[config.mk]
export PLATFORM = sky130hd
export DESIGN_NAME = if_fetch_unit
export DESIGN_NICKNAME = d
export VERILOG_FILES = /design/src/rtl/fetch_pkg.sv /design/src/rtl/fetch_fifo.sv /design/src/rtl/if_fetch_unit.sv
export SDC_FILE = /design/constraint.sdc
export NUM_CORES = 1
export LEC_CHECK = 0
export BUFFER_PORTS_ARGS = -buffer_cell sky130_fd_sc_hd__buf_4
export CAP_MARGIN = 20
export CELL_PAD_IN_SITES_DETAIL_PLACEMENT = 2
export CELL_PAD_IN_SITES_GLOBAL_PLACEMENT = 2
export CORE_MARGIN = 3
export CORE_UTILIZATION = 44
export DETAILED_ROUTE_END_ITERATION = 8
export GPL_TIMING_DRIVEN = 0
export PLACE_DENSITY = 0.79
export SLEW_MARGIN = 20
export SYNTH_ARGS = -nofsm -noshare
export SYNTH_HDL_FRONTEND = slang
export SYNTH_SLANG_ARGS = --single-unit
[constraint.sdc]
create_clock -name clk -period 2.7 [get_ports clk]
set_input_delay 0.27 -clock clk [delete_from_list [all_inputs] [get_ports clk]]
set_output_delay 0.27 -clock clk [all_outputs]
set_load 0.02 [all_outputs]
[src/rtl/fetch_pkg.sv]
// Shared types and constants for the instruction-fetch front end.
// Contents:
//   fetch_entry_t     {pc, inst} pair buffered between fetch and decode
//   RESET_PC_DEFAULT  default PC after reset
//   DEPTH_DEFAULT     default buffer depth
//   ptr_w()           pointer width for a power-of-two depth
package fetch_pkg;

    typedef struct packed {
        logic [31:0] pc;
        logic [31:0] inst;
    } fetch_entry_t;

    localparam logic [31:0] RESET_PC_DEFAULT = 32'h0000_0000;
    localparam int unsigned DEPTH_DEFAULT    = 4;

    // Pointer width for a FIFO of 'depth' entries; depth is a power of two >= 2.
    function automatic int unsigned ptr_w(input int unsigned depth);
        return $clog2(depth);
    endfunction

endpackage

[src/rtl/fetch_fifo.sv]
// Generic synchronous FIFO used for the fetch buffer and the in-flight PC queue.
// Ports:
//   clk, rst_n  clock, asynchronous active-low reset
//   push, wdata enqueue wdata (accepted when not full, or full with a pop)
//   pop         dequeue the head (ignored when empty)
//   flush       drop all entries; has priority over push/pop
//   full, empty occupancy flags
//   count       number of stored entries, 0..DEPTH
//   head        oldest entry (stable until popped)
module fetch_fifo
    import fetch_pkg::*;
#(
    parameter int unsigned DEPTH = DEPTH_DEFAULT,
    parameter type         entry_t = fetch_entry_t
) (
    input  logic                   clk,
    input  logic                   rst_n,
    input  logic                   push,
    input  entry_t                 wdata,
    input  logic                   pop,
    input  logic                   flush,
    output logic                   full,
    output logic                   empty,
    output logic [ptr_w(DEPTH):0]  count,
    output entry_t                 head
);

    localparam int unsigned PW = ptr_w(DEPTH);
    localparam int unsigned CW = PW + 1;

    entry_t          mem [DEPTH];
    logic [PW-1:0]   rd_ptr;
    logic [PW-1:0]   wr_ptr;
    logic [CW-1:0]   cnt;
    logic            do_push;
    logic            do_pop;

    assign empty   = (cnt == CW'(0));
    assign full    = (cnt == CW'(DEPTH));
    assign count   = cnt;
    assign head    = mem[rd_ptr];

    // A full FIFO still accepts a push when the head leaves in the same cycle.
    assign do_pop  = pop && !empty;
    assign do_push = push && (!full || do_pop);

    // Storage, pointers and occupancy; pointers wrap naturally at DEPTH.
    always_ff @(posedge clk or negedge rst_n) begin
        if (!rst_n) begin
            rd_ptr <= '0;
            wr_ptr <= '0;
            cnt    <= '0;
            for (int unsigned i = 0; i < DEPTH; i++) begin
                mem[i] <= '0;
            end
        end else if (flush) begin
            rd_ptr <= '0;
            wr_ptr <= '0;
            cnt    <= '0;
        end else begin
            if (do_push) begin
                mem[wr_ptr] <= wdata;
                wr_ptr      <= wr_ptr + PW'(1);
            end
            if (do_pop) begin
                rd_ptr <= rd_ptr + PW'(1);
            end
            cnt <= cnt + CW'(do_push) - CW'(do_pop);
        end
    end

    a_no_overflow: assert property (@(posedge clk) disable iff (!rst_n)
        (push && !flush) |-> (!full || pop));

    a_no_underflow: assert property (@(posedge clk) disable iff (!rst_n)
        (pop && !flush) |-> !empty);

endmodule

[src/rtl/if_fetch_unit.sv]
// Instruction-fetch front end: owns the PC, issues word fetches over a
// req/gnt/rvalid handshake, buffers {pc, inst} pairs for decode, and squashes
// everything in flight on a redirect from execute.
// Optional feature macro: FETCH_MISALIGN_EN (adds fetch_misalign; a misaligned
// redirect halts issue until the next aligned redirect).
// Ports:
//   clk, rst                       clock, asynchronous active-low reset
//   imem_req, imem_addr            fetch request and word address
//   imem_gnt                       request accepted this cycle
//   imem_rvalid, imem_rdata        in-order response
//   redirect, redirect_pc          flush and restart fetch at redirect_pc
//   id_valid, id_ready             decode handshake on the buffer head
//   id_inst, id_pc                 head instruction and its PC
//   fetch_misalign                 (FETCH_MISALIGN_EN only) misaligned target seen
module if_fetch_unit
    import fetch_pkg::*;
#(
    parameter logic [31:0] RESET_PC = RESET_PC_DEFAULT,
    parameter int unsigned DEPTH    = DEPTH_DEFAULT
) (
    input  logic        clk,
    input  logic        rst,
    output logic        imem_req,
    output logic [31:0] imem_addr,
    input  logic        imem_gnt,
    input  logic        imem_rvalid,
    input  logic [31:0] imem_rdata,
    input  logic        redirect,
    input  logic [31:0] redirect_pc,
    output logic        id_valid,
    input  logic        id_ready,
    output logic [31:0] id_inst,
    output logic [31:0] id_pc
`ifdef FETCH_MISALIGN_EN
    ,
    output logic        fetch_misalign
`endif
);

    localparam int unsigned PW = ptr_w(DEPTH);
    localparam int unsigned CW = PW + 1;
    localparam int unsigned SW = CW + 1;

    logic [31:0]   pc;
    logic [CW-1:0] drop_cnt;
    logic [CW-1:0] outstanding;
    logic [CW-1:0] inst_count;
    logic          inst_full;
    logic          inst_empty;
    logic          rq_full;
    logic          rq_empty;
    logic [31:0]   rq_head;
    fetch_entry_t  inst_head;
    fetch_entry_t  resp_entry;

    logic          issue;
    logic          resp_drop;
    logic          resp_push;
    logic          deq;
    logic          halt;
    logic [31:0]   target_pc;
    logic [1:0]    unused_target_lsb;

    // Targets are always word-aligned; the low bits only matter for the misalign flag.
    assign target_pc         = {redirect_pc[31:2], 2'b00};
    assign unused_target_lsb = redirect_pc[1:0];

`ifdef FETCH_MISALIGN_EN
    logic misalign;

    // Sticky until the next redirect; a misaligned target stops all issue.
    always_ff @(posedge clk or negedge rst) begin
        if (!rst) begin
            misalign <= 1'b0;
        end else if (redirect) begin
            misalign <= |redirect_pc[1:0];
        end
    end

    assign fetch_misalign = misalign;
    assign halt           = misalign;
`else
    assign halt = 1'b0;
`endif

    // Issue only while the buffer can absorb every response already promised.
    always_comb begin
        imem_req = 1'b0;
        if (rst && !redirect && !halt &&
            (SW'(inst_count) + SW'(outstanding) < SW'(DEPTH))) begin
            imem_req = 1'b1;
        end
    end

    assign imem_addr  = pc;
    assign issue      = imem_req && imem_gnt;

    // A response is stale while drop_cnt is non-zero, or when it collides with a redirect.
    assign resp_drop  = imem_rvalid && (drop_cnt != CW'(0));
    assign resp_push  = imem_rvalid && !resp_drop && !redirect;
    assign deq        = id_valid && id_ready && !redirect;
    assign resp_entry = '{pc: rq_head, inst: imem_rdata};

    // Fetch address register.
    always_ff @(posedge clk or negedge rst) begin
        if (!rst) begin
            pc <= RESET_PC;
        end else if (redirect) begin
            pc <= target_pc;
        end else if (issue) begin
            pc <= pc + 32'd4;
        end
    end

    // Every request still in flight at a redirect belongs to the old path,
    // including ones already marked for discard, so the new count is simply
    // what remains outstanding after this cycle's response.
    always_ff @(posedge clk or negedge rst) begin
        if (!rst) begin
            drop_cnt <= '0;
        end else if (redirect) begin
            drop_cnt <= outstanding - CW'(imem_rvalid);
        end else if (resp_drop) begin
            drop_cnt <= drop_cnt - CW'(1);
        end
    end

    // PCs of granted requests; its occupancy is the outstanding-request count.
    fetch_fifo #(
        .DEPTH   (DEPTH),
        .entry_t (logic [31:0])
    ) u_req_pc_q (
        .clk   (clk),
        .rst_n (rst),
        .push  (issue),
        .wdata (pc),
        .pop   (imem_rvalid),
        .flush (1'b0),
        .full  (rq_full),
        .empty (rq_empty),
        .count (outstanding),
        .head  (rq_head)
    );

    // Fetched {pc, inst} pairs waiting for decode.
    fetch_fifo #(
        .DEPTH   (DEPTH),
        .entry_t (fetch_entry_t)
    ) u_inst_fifo (
        .clk   (clk),
        .rst_n (rst),
        .push  (resp_push),
        .wdata (resp_entry),
        .pop   (deq),
        .flush (redirect),
        .full  (inst_full),
        .empty (inst_empty),
        .count (inst_count),
        .head  (inst_head)
    );

    assign id_valid = !inst_empty;
    assign id_pc    = inst_head.pc;
    assign id_inst  = inst_head.inst;

    a_buf_no_overflow: assert property (@(posedge clk) disable iff (!rst)
        resp_push |-> (!inst_full || deq));

    a_rsp_has_req: assert property (@(posedge clk) disable iff (!rst)
        imem_rvalid |-> !rq_empty);

    a_issue_has_room: assert property (@(posedge clk) disable iff (!rst)
        issue |-> !rq_full);

endmodule

==> out/results.ini <==
[pwr]
vdd.ir_drop.worst_mv=0.441
power_per_cell_area_mw_per_mm2=928
power.leakage_nw=11.2

[sta]
final.min_clock_period_ps=2600
worst_max_slew_pin_slew_ps=844
slew-limit-headroom=0.437
timing.final.ws_setup_ps=101
setup_viol=0
highest_clock_rate_mhz=385
fin_crit_sh=0.963
hold_violations=0
fin_skew_ps=11.8
rsz0062_at_grt=false
final-max-slew-violation-count=0

[clock_tree]
insertion_delay_ps=560
cts.path.max_buffers=3
clock-root-buffer=clkbuf_16
cts_post_setup_buffers_inserted=0
cts_tree=done
cts.sink_count=415
cts-buffers-inserted=47
clkTransAtPathRegs_ps=50
htree_num_levels=2

[synth]
postSynthCellCount=1229
yosys_most_used_dff=dfrtp_1
avgSynthCellArea_um2=15.4
synth_area_mm2=0.0190
yosysUniqueCellTypes=60
asyncSetResetFlopFracSynth=1.00
synth_edf_count=0
sequential_share_of_the_synthesized_area=0.548
total_number_of_yosys_warnings=0
synth.ff_latch_count=415

[run_status]
status=complete, no violations

[route]
post-route-drc-count=0
detailroute.via_count=12000
wl_final_mm=58.7
ant_nets=0
avg_wl_per_cell_um=28.2
drt_first_pass_iters=5
via_per_inst=5.75
drt_iter0_markers=773

[layout]
commonest_non_fill_non_tap_cell_in_the_layout=dfrtp_1
filler_cell_count=3669
nets=1603
final_layout_size_suffix_gt1_frac=0.512
syn2layout_area_growth_pct=23.4
layout.cells.most_common_list=413 x dfrtp_1, 371 x mux2_2, 178 x buf_4
final_cell_count_no_fill=2082
regArea_mm2=0.0104
multi_input_area_mm2=0.00791

[setup_path]
critical_path.slowest_cell=clkdlybuf4s15_2
cp_data_required_time_ps=2430
timing.critical_path.arrival_ps=2330
critPathCaptureType=output port
cp_max_fo=10
worst_setup_path_start_kind=flop
critical-path-max-stage-delay_ps=600
worst_setup_path_class=reg2out
crit_path_cell_trace=clkdlybuf4s15_2, mux4_2, buf_4

[run]
max-cap-violations=0

[grt]
vias_in_the_first_global_route=14300
grt_util_all_layers=0.263
total_congestion_overflow_after_global_routing=0
antenna_violations_before_repair=1
largest_net_degree_at_the_start_of_global_routing=100
global_route_wire_length_before_repair_mm=90.5

[die]
i_o_pin_count=168
row_count=75
design.core.area_mm2=0.0422
floorplan.die.height_um=214
initial_standard_cell_utilization_of_the_core=0.449
die_w_um=214
die-area_mm2=0.0456

[placement]
place.gp.congestion=0.795
place_inst=1935
hpwlAfterDp_mm=34.9
port_buffers=160
dp_slack_ps=-953

[min_path]
min-delay-path-class=in2reg

per-layer routing:
| metal | GRT usage | vias up | routed length [um] |
|---|---|---|---|
| met4 | 0.0766 | 0 | 1620 |
| met1 | 0.331 | 6474 | 24500 |
| met2 | 0.475 | 290 | 30600 |
| li1 | - | 5096 | - |
| met5 | 0 | - | 0 |
| met3 | 0.0356 | 103 | 2100 |
flip-flops by register name, summed over array words and instances, names as in the netlist, 3 cells and up:
register           cells
u_req_pc_q.count       3
u_req_pc_q.mem       120
drop_cnt               3
u_inst_fifo.mem      248
u_inst_fifo.count      3
imem_addr             30
kinds of logic (layout without fill, tap and decap cells):
family	Yosys count	count (layout)	share of synthesized area
mux	464	464	0.330
flops	415	415	0.548
simple gates	141	141	0.0416
buf+inv	111	421	0.0364
compound gates	58	58	0.0206
fa+ha+maj	21	21	0.0147
xor+xnor	18	18	0.00832
other cells	1	5	0.000198
worst paths after layout:
| kind | depth (start not counted) | endpoint | slack, ps | from |
|---|---|---|---|---|
| hold / removal | 3 | imem_addr[28] | 50 | redirect_pc[28] |
| min in group asynchronous | 3 | u_inst_fifo.mem[141] | 380 | rst |
| max in group asynchronous | 5 | u_inst_fifo.mem[246] | 1210 | rst |
| setup reg to reg | 7 | imem_addr[15] | 130 | u_req_pc_q.count[2] |
| hold reg to reg | 1 | u_inst_fifo.mem[47] | 500 | u_inst_fifo.mem[47] |
| setup / recovery | 3 | id_pc[18] | 100 | u_inst_fifo.rd_ptr[1] |
synthesized netlist by cell type (all sizes together) (6+ instances only):
library cell,count,area [um^2]
dfrtp,415,10400
mux2,371,4180
mux4,92,2070
buf,65,449
nand2,44,175
clkbuf,25,105
nor2,23,88.8
o21ai,21,105
ha,19,238
inv,19,71.3
nand3,19,100
nand4,11,98.8
xnor2,11,96.3
nor3,8,50.1
a21oi,7,35.0
nor2b,7,43.8
xor2,7,61.3
nor4,6,52.6
o311ai,6,52.6
layout make-up:
class | instances | area share
tap | 539 | 0.0288
inverter | 19 | 0.00305
buffer | 89 | 0.0273
timing repair buffer | 234 | 0.0920
clock inverter | 12 | 0.00802
multi-input combinational | 706 | 0.338
sequential | 415 | 0.444
antenna | 1 | 0.000107
clock buffer | 67 | 0.0583
critical path: cells and delay by family (launching register included):
| kind | cells | cell delay [ps] |
|---|---|---|
| buf+inv | 2 | 780 |
| flops | 1 | 570 |
| mux | 1 | 410 |
per-stage QoR:
| step | util | area [um^2] | power (mW) | setup TNS, ps | hold slack (ps) |
|---|---|---|---|---|---|
| floorplan | - | 19000 | 12.4 | 0 | -25.6 |
| global placement | 0.494 | 20800 | 14.5 | -1730560 | 478 |
| detailed placement | 0.496 | 21000 | 14.9 | -111980 | 237 |
| CTS | 0.553 | 23400 | 21.7 | 0 | 9.81 |
| global route | 0.554 | 23400 | 22.8 | 0 | 36.9 |
| finish | 0.554 | 23400 | 21.7 | 0 | 50.3 |
repair_timing:
action,CTS,global route
setup endpoints to repair,433,123
resized for setup,18,4
endpoints found under the hold margin,276,0
hold buffers,69,0
cloned,1,0
power breakdown:
| group | switching (mW) | total [mW] | internal (mW) |
|---|---|---|---|
| Sequential | 0.970 | 8.51 | 7.54 |
| Clock | 2.57 | 6.53 | 3.96 |
| Combinational | 3.36 | 6.66 | 3.30 |
(Power assumes the default switching activity.)
